### src/rtl/fishing_round_controller.sv
// rtl/fishing_round_controller.sv - fishing round sequencer: wait/catch timers, fish position, win/lose judging, BCD score
module fishing_round_controller #(
  parameter int START_POS = 8
) (
  input  logic        CLK,
  input  logic        RST,
  input  logic        msTick,
  input  logic        startBtn,
  input  logic        reelBtn,
  input  logic [19:0] fishTime,
  input  logic [11:0] reelTime,
  input  logic [25:0] leftLoseBound,
  input  logic [25:0] rightLoseBound,
  input  logic [25:0] winZone,
  output logic        holdDiff,
  output logic        useWaitTime,
  output logic [25:0] ledBar,
  output logic [7:0]  score,
  output logic        roundWon,
  output logic        roundLost,
  output logic [2:0]  state
);

  typedef enum logic [2:0] {
    S_IDLE    = 3'd0,
    S_WAIT_LD = 3'd1,
    S_WAIT    = 3'd2,
    S_REEL_LD = 3'd3,
    S_REEL    = 3'd4,
    S_WIN     = 3'd5,
    S_LOSE    = 3'd6
  } state_t;

  state_t      state_q, state_d;
  logic [19:0] fish_cnt_q, fish_cnt_d;
  logic [11:0] reel_cnt_q, reel_cnt_d;
  logic [25:0] pos_q, pos_d;
  logic [7:0]  score_q, score_d;
  logic        use_wait_q, use_wait_d;
  logic        hold_q, hold_d;
  logic [25:0] led_q, led_d;
  logic        won_q, won_d;
  logic        lost_q, lost_d;

  logic [19:0] reel_dec;
  logic [7:0]  score_inc;
  logic        in_win, at_lose, drift;

  // Decrement by one count in BCD; zero stays at zero.
  function automatic logic [19:0] bcd_dec(input logic [19:0] v);
    logic [19:0] r;
    logic        borrow;
    r      = v;
    borrow = (v != 20'h0);
    for (int i = 0; i < 5; i++) begin
      if (borrow) begin
        if (v[i*4 +: 4] == 4'd0) begin
          r[i*4 +: 4] = 4'd9;
        end else begin
          r[i*4 +: 4] = v[i*4 +: 4] - 4'd1;
          borrow      = 1'b0;
        end
      end
    end
    return r;
  endfunction

  always_comb begin
    state_d    = state_q;
    fish_cnt_d = fish_cnt_q;
    reel_cnt_d = reel_cnt_q;
    pos_d      = pos_q;
    score_d    = score_q;
    use_wait_d = use_wait_q;

    reel_dec = bcd_dec({8'h00, reel_cnt_q});
    in_win   = |(pos_q & winZone);
    at_lose  = |(pos_q & (leftLoseBound | rightLoseBound));
    drift    = msTick && (reel_cnt_q == 12'h000);

    if (score_q == 8'h99) begin
      score_inc = score_q;
    end else if (score_q[3:0] == 4'd9) begin
      score_inc = {score_q[7:4] + 4'd1, 4'd0};
    end else begin
      score_inc = {score_q[7:4], score_q[3:0] + 4'd1};
    end

    case (state_q)
      S_IDLE: begin
        if (startBtn) begin
          use_wait_d = 1'b1;
          state_d    = S_WAIT_LD;
        end
      end
      S_WAIT_LD: begin
        fish_cnt_d = fishTime;
        state_d    = S_WAIT;
      end
      S_WAIT: begin
        if (msTick) begin
          if (fish_cnt_q == 20'h0) begin
            use_wait_d = 1'b0;
            state_d    = S_REEL_LD;
          end else begin
            fish_cnt_d = bcd_dec(fish_cnt_q);
          end
        end
      end
      S_REEL_LD: begin
        fish_cnt_d = fishTime;
        reel_cnt_d = reelTime;
        pos_d      = 26'd1 << START_POS;
        state_d    = S_REEL;
      end
      S_REEL: begin
        if (msTick) begin
          reel_cnt_d = drift ? reelTime : reel_dec[11:0];
          if (in_win) fish_cnt_d = bcd_dec(fish_cnt_q);
        end
        // A drift and a reel press in the same cycle cancel out.
        if (drift && !reelBtn) begin
          pos_d = pos_q << 1;
        end else if (reelBtn && !drift) begin
          pos_d = pos_q >> 1;
        end
        if (at_lose) begin
          state_d = S_LOSE;
        end else if (msTick && (fish_cnt_q == 20'h0) && in_win) begin
          state_d = S_WIN;
        end
      end
      S_WIN: begin
        score_d = score_inc;
        state_d = S_IDLE;
      end
      S_LOSE: begin
        state_d = S_IDLE;
      end
      default: begin
        state_d = S_IDLE;
      end
    endcase

    // Outputs are registered from the next state so they line up with state.
    hold_d = (state_d != S_IDLE);
    led_d  = (state_d == S_REEL) ? pos_d : 26'd0;
    won_d  = (state_d == S_WIN);
    lost_d = (state_d == S_LOSE);
  end

  always_ff @(posedge CLK) begin
    if (RST) begin
      state_q    <= S_IDLE;
      fish_cnt_q <= 20'h0;
      reel_cnt_q <= 12'h0;
      pos_q      <= 26'd0;
      score_q    <= 8'h00;
      use_wait_q <= 1'b0;
      hold_q     <= 1'b0;
      led_q      <= 26'd0;
      won_q      <= 1'b0;
      lost_q     <= 1'b0;
    end else begin
      state_q    <= state_d;
      fish_cnt_q <= fish_cnt_d;
      reel_cnt_q <= reel_cnt_d;
      pos_q      <= pos_d;
      score_q    <= score_d;
      use_wait_q <= use_wait_d;
      hold_q     <= hold_d;
      led_q      <= led_d;
      won_q      <= won_d;
      lost_q     <= lost_d;
    end
  end

  assign holdDiff    = hold_q;
  assign useWaitTime = use_wait_q;
  assign ledBar      = led_q;
  assign score       = score_q;
  assign roundWon    = won_q;
  assign roundLost   = lost_q;
  assign state       = state_q;

endmodule

### config.mk
export PLATFORM = sky130hd
export DESIGN_NAME = fishing_round_controller
export DESIGN_NICKNAME = d
export VERILOG_FILES = /design/src/rtl/fishing_round_controller.sv
export SDC_FILE = /design/constraint.sdc
export NUM_CORES = 1
export LEC_CHECK = 0
export BUFFER_PORTS_ARGS = -buffer_cell sky130_fd_sc_hd__buf_4
export CORE_MARGIN = 8
export CORE_UTILIZATION = 46
export CTS_CLUSTER_SIZE = 14
export DETAILED_ROUTE_END_ITERATION = 7
export PLACE_DENSITY_LB_ADDON = 0.08
export SLEW_MARGIN = 15
export SYNTH_ARGS = -nofsm -noshare
export SYNTH_HDL_FRONTEND = slang
export SYNTH_SLANG_ARGS = --single-unit
### constraint.sdc
create_clock -name CLK -period 2 [get_ports CLK]
set_clock_uncertainty 0.05 [all_clocks]
set_input_delay 0.2 -clock CLK [delete_from_list [all_inputs] [get_ports CLK]]
set_output_delay 0.2 -clock CLK [all_outputs]
set_load 0.02 [all_outputs]
Word level (Yosys, flattened, before mapping) --
Cells that the tools add are included.
Word-level totals: bits in registers 99, input port bits 115, logic and storage cells 179, output and inout bits 41
Operators by class: muxes and demuxes 81, add/sub/neg operators 10, bitwise operators 5, equality and inequality tests 27, reduce and logical (&&, ||, !) cells 39
Operator list (number):
- 4-bit 2-to-1 mux | 21
- 20-bit 2-to-1 mux | 4
- 20-bit one-hot mux with 3 select lines | 1
- 26-bit AND | 2
- 26-bit 2-to-1 mux | 2
- 26-bit one-hot mux with 2 select lines | 1
- 26-bit OR reduction | 2
- 1-bit 2-to-1 mux | 42
- 4-bit zero test | 8
- 4-bit by 1-bit subtractor with 4-bit output, second input constant | 8
- 2-bit != test, second input constant | 14
- 7-bit AND reduction | 4
- 26-bit OR | 1
- 12-bit 2-to-1 mux | 2
- 12-bit one-hot mux with 2 select lines | 1
- 20-bit zero test | 1
- 20-bit nonzero test | 1
- 3-bit == test, second input constant | 5
- 3-bit 2-to-1 mux | 5
- 3-bit one-hot mux with 5 select lines | 1
- 12-bit zero test | 1
- 3-bit AND reduction | 4
- 12-bit nonzero test | 1
- 3-bit != test, second input constant | 3
- 16 further kinds | 27

Depth between registers and ports, before layout --
depth in word-level cells 22, gate-level depth with buffers 10, depth with buffers taken out 8

Worst setup path before layout --
OpenSTA, ideal clock, no wires.
path kind reg2reg, start point reg fish_cnt_q[14], end point reg led_q[10] (netlist: ledBar[10]), setup slack -0.133 ns, required time 1.835 ns, clock period less this slack 2.133 ns, path buffers 1, arrival time 1.968 ns, stages on the path, launching flop included 9, path through dfxtp_1 or4_4 nand2b_4 nor2_8 nand2_4 a2111oi_4 nor2_2 buf_6 and2_1
Between the ends: word-level cells in the longest chain between the ends 9
Ends and longest elaborated chain:
- from (decl) | RTL line 35 | logic [19:0] fish_cnt_q, fish_cnt_d;
- from (signal assigned) | RTL line 166 | fish_cnt_q <= fish_cnt_d;
- 20-bit zero test * | RTL line 102, 129
- 1-bit logical AND (2 in series) | RTL line 129 | end else if (msTick && (fish_cnt_q == 20'h0) && in_win) begin
- 3-bit 2-to-1 mux | RTL line 129
- 3-bit 2-to-1 mux | RTL line 127 | if (at_lose) begin
- 3-bit one-hot mux with 5 select lines * | RTL line 89 | case (state_q)
- 3-bit == test * | RTL line 147 | led_d = (state_d == S_REEL) ? pos_d : 26'd0;
- 1-bit NOT (no source line) *
- 2-bit OR reduction (no source line) *
- to (signal assigned) | RTL line 172 | led_q <= led_d;
- to (decl) | RTL line 41 | logic [25:0] led_q, led_d;
Every way passes the cells marked *; elsewhere a longest branch is shown, timed or not. A chain may end at the register's enable or synchronous reset.

Worst setup path in the final report --
start point reg pos_q[17], end point reg state_q[0] (netlist: state[0])
Between the ends: word-level cells in the longest chain between the ends 6
Ends and longest elaborated chain:
- from (decl) | RTL line 37 | logic [25:0] pos_q, pos_d;
- from (signal assigned) | RTL line 168 | pos_q <= pos_d;
- 26-bit AND | RTL line 77 | in_win = |(pos_q & winZone);
- 26-bit OR reduction | RTL line 77
- 1-bit logical AND | RTL line 129
- 3-bit 2-to-1 mux | RTL line 129
- 3-bit 2-to-1 mux * | RTL line 127
- 3-bit one-hot mux with 5 select lines * | RTL line 89
- to (signal assigned) | RTL line 165 | state_q <= state_d;
- to (decl) | RTL line 34 | state_t state_q, state_d;
Marked as above.

==> results list <==
* Count of non-filler cells in the finished layout: roughly 970
- The number of global-route vias before repair is just over 5000.
- Violation count after the first detailed-routing iteration: ~380
- Data arrival time of the critical path: 2.42 ns
- Setup TNS: -4.34 ns
* CTS root buffer: clkbuf_8
- After detailed routing, the number of remaining DRC violations is 0.
* Hold-fix buffers at CTS: 0
- Clock latency on the worst-skew pair, taken at its later pin, is approximately 0.36 ns.
- Timing analysis after detailed placement gives a worst setup slack of -0.329 ns.
- The number of antenna diodes in the final layout is 0.
- In this design, the stage delay of the slowest critical-path cell is 0.33 ns.
* RR Startpoint: pos_q[17]
* Count of final hold-check violations: 0
- Mean Syn Cell Area: between 8 and 9 µm²
* Depth of the worst hold-timing path: 3
* Routability congestion estimate: around 0.9
* Overall die width: approximately 120 µm
- Seq/Total Area, Yosys: between 40% and 50%
- Core utilization of the finished layout: around 70%
- Max-cap violations in this run came to 0.
* Layout fillers: 816
- The worst setup path is launched from a flop.
- Derived from the worst setup path, the maximum achievable clock frequency is ~0.46 GHz.
- TritonCTS built the clock tree.
- Number of sinks handled by clock tree synthesis: 99
- Including well taps, the total number of placed cells is 929.
- Largest vdd supply drop: 0.364 mV
* Power Total: roughly 4.6 mW
- After clock tree synthesis, the clock-pin slew on the worst setup and hold paths is roughly 0.090 ns.
- Initial antenna violation count: 0
- Gate count after technology mapping: 591
* Vias: ~5400
- Initial core utilization: about 47%
- Data required time at the worst endpoint: approximately 2.2 ns
- For this design the static power due to leakage is 3.08 nW.
- The wire-length estimate of the detail-placed layout is about 12000 µm.
- Netlist Area Pre-Place: between 0.004 and 0.005 mm²
- Net total in the final layout: 941
* Floorplan row count: 37
- Outcome: complete, but fails checks
- Setup repair after global routing could not meet its margin everywhere.
- The final count of pins violating max slew came to 0.
- Final clock period utilization by the worst path: 109%
* H-Tree Level Count: 3
- The checks that failed: setup timing.
- Dominant register cell in the synthesized netlist: dfxtp_1
- Most frequent CP cell: buf_4
* Final routed wirelength across all metal layers: 16700 µm
- Crit Path Class: reg -> reg
* Number of nets produced by synthesis: 708
- Count of boundary I/O pins: 156
- Area of the placeable core: around 0.010 mm²
* Actual transition at the worst max-transition pin: ~0.56 ns
* Worst min-delay path category: in -> reg
* DIE HEIGHT: roughly 120 µm
- Overall die area: between 0.01 and 0.015 mm²
- After layout, the minimum clock period comes to around 2.2 ns.
* Final setup margin: -0.179 ns
* Share of layout cells above drive strength 1: 44.1%
* Critical hold path startpoint: reelTime[8]
- Summing all non-filler instances in the final layout gives an area of around 0.0074 mm².
- Number of detailed-routing iterations run before antenna repair: 5
- Dividing the detail-routed wire length by the instance count gives 17.3 µm.
- Relative slew slack: between 60% and 70%
- Placed instance area: between 0.006 and 0.007 mm²
- The synthesized design contains a little under 100 register bits.
* Worst-case reg-to-reg path depth: 11
- The most critical setup path has its startpoint at pos_q[17].
* Number of enable-type register cells in the synthesized netlist: 0
- Count of synthesis-stage warnings from yosys: 0
* Wire length of the first global-routing pass: between 20000 and 30000 µm
* Clock Path Buffers: 2
- Area added between synthesis and finish: 54.0%
- Entering global routing, the biggest net connects between 40 and 50 pins.
- Walking the worst path, the cells encountered are buf_4 -> o21ai_1 -> nand4_1 -> nor3_2 -> buf_4 -> nand2_4 -> a2111oi_4 -> buf_4 -> buf_6 -> nor2_2 -> nor3_2.
* Vias per cell: approximately 5.6
* Power per unit of standard cell area: 621 mW/mm²
* Unique masters post-synth: 62
- Setup violations remaining at the end of the flow were counted as 34.
- The count of nets left with antenna violations once routing finished came out at 0.
- STA classifies the critical path endpoint as a flop.
- Port buffering added approximately 160 buffers.
- Among all stages on the critical path, the largest delay is contributed by dfxtp_1.
- The number of clock buffers added by TritonCTS is 9.
* Global-route congestion overflow total: 0
- Of all flip-flops after synthesis, the portion carrying an async set or reset was 0%.
- Across every metal layer, demand over resource in global routing totals 22.4%.
* Largest fanout on the critical path: 4
- Worst Hold Margin: roughly 0.024 ns
[worst max-delay path: cells and delay by family, from the launching register on]
| family | cells | cell delay, ns |
|---|---|---|
| buffers and inverters | 4 | 0.63 |
| flip-flops | 1 | 0.33 |
| AND/OR/NAND/NOR | 5 | 0.63 |
| AO/OA/AOI/OAI | 2 | 0.48 |
[final cells by class]
class / instances / area (µm²) / area share [%]
clock buffer: 13 / 159 / 2.15
multi-input combinational: 453 / 2970 / 40.3
sequential: 99 / 2000 / 27.1
inverter: 10 / 37.5 / 0.509
clock inverter: 3 / 46.3 / 0.628
timing repair buffer: 251 / 1990 / 27.0
tap: 136 / 170 / 2.31
[power by group]
part	total, mW	switching [mW]	internal (mW)
registers	2.09	0.0585	2.03
clock network	1.34	0.689	0.651
logic	1.16	0.556	0.602
[worst paths after layout]
| kind | end | slack, ns |
|---|---|---|
| setup / recovery | state[0] | -0.18 |
| hold / removal | reel_cnt_q[8] | 0.02 |
| setup reg to reg | state[0] | -0.18 |
| hold reg to reg | fish_cnt_q[5] | 0.46 |
[registers in the layout, indices dropped and copies added, names as in the netlist]
| name | cells |
|---|---|
| roundLost | 1 |
| pos_q | 26 |
| reel_cnt_q | 12 |
| holdDiff | 1 |
| useWaitTime | 1 |
| score | 8 |
| fish_cnt_q | 20 |
| state | 3 |
| ledBar | 26 |
| roundWon | 1 |
[cell families (layout without fill, tap and decap cells)]
kind of cell,Yosys count,count (layout),share of synthesized area (%)
simple gates,241,243,26.3
compound gates,199,199,26.1
flops,99,99,41.4
buf+inv,41,277,3.92
xor+xnor,5,5,0.915
mux,4,4,0.836
fa+ha+maj,2,2,0.523
[repair_timing]
item / 4_1_cts / 5_1_grt
endpoints found under the setup margin: 49 / 55
pin swaps: 24 / 38
gates resized for setup: 28 / 81
setup buffers: 8 / 13
cloned: 1 / 1
[synthesized netlist by cell type, types with 3 or more instances]
library cell	instances	area share [%]
o21ai_0	42	4.4
nor2_1	69	5.4
nor2b_1	8	1.0
nor3_1	24	2.5
or2_2	3	0.39
o32ai_1	3	0.55
dfxtp_1	99	41
clkbuf_1	18	1.4
a21oi_1	62	6.5
a22oi_1	31	4.9
nand2_1	57	4.5
buf_6	3	0.71
nand2b_1	3	0.39
a31oi_1	6	0.78
a211oi_1	7	1.1
a221oi_1	5	0.91
xor2_1	4	0.73
inv_1	10	0.78
buf_2	9	0.94
a21o_1	3	0.47
nor4_2	4	1.0
nor4_1	6	0.78
a22o_1	3	0.55
o21ai_1	12	1.3
nand4_1	12	1.6
nand3_1	8	0.84
o31ai_1	4	0.63
a311o_1	3	0.63
and2_1	29	3.8
o21bai_1	4	0.63
mux2i_1	4	0.84
[layout by cell type, fill, tap and decap left out, types with 5 or more instances in the layout]
master    synthesis  routed
o21ai_2           1       6
nor2b_1           8       7
buf_6             3      15
and2_1           29      13
dfxtp_2           0      10
and2_4            1      15
nor3_1           24      19
a21oi_1          62      54
a21oi_2           0       7
dfxtp_1          99      87
nor3_2            1       6
o21ai_0          42      37
a22oi_1          31      29
nor2_1           69      64
a31oi_1           6       5
nor4_2            4       6
clkbuf_8          0      11
buf_4             0     232
nand4_1          12      12
nand3_1           8       6
o21ai_1          12      10
nand2_1          57      55
inv_1            10      10
[per-layer routing]
layer | vias up | track usage, % | part of all wire (%)
met3 | 23 | 4.51 | 6.4
li1 | 2599 | - | -
met1 | 2521 | 27.1 | 43
met4 | 0 | 8.57 | 1.8
met2 | 227 | 38.3 | 49
met5 | - | 0 | 0
(Power assumes the default switching activity.)
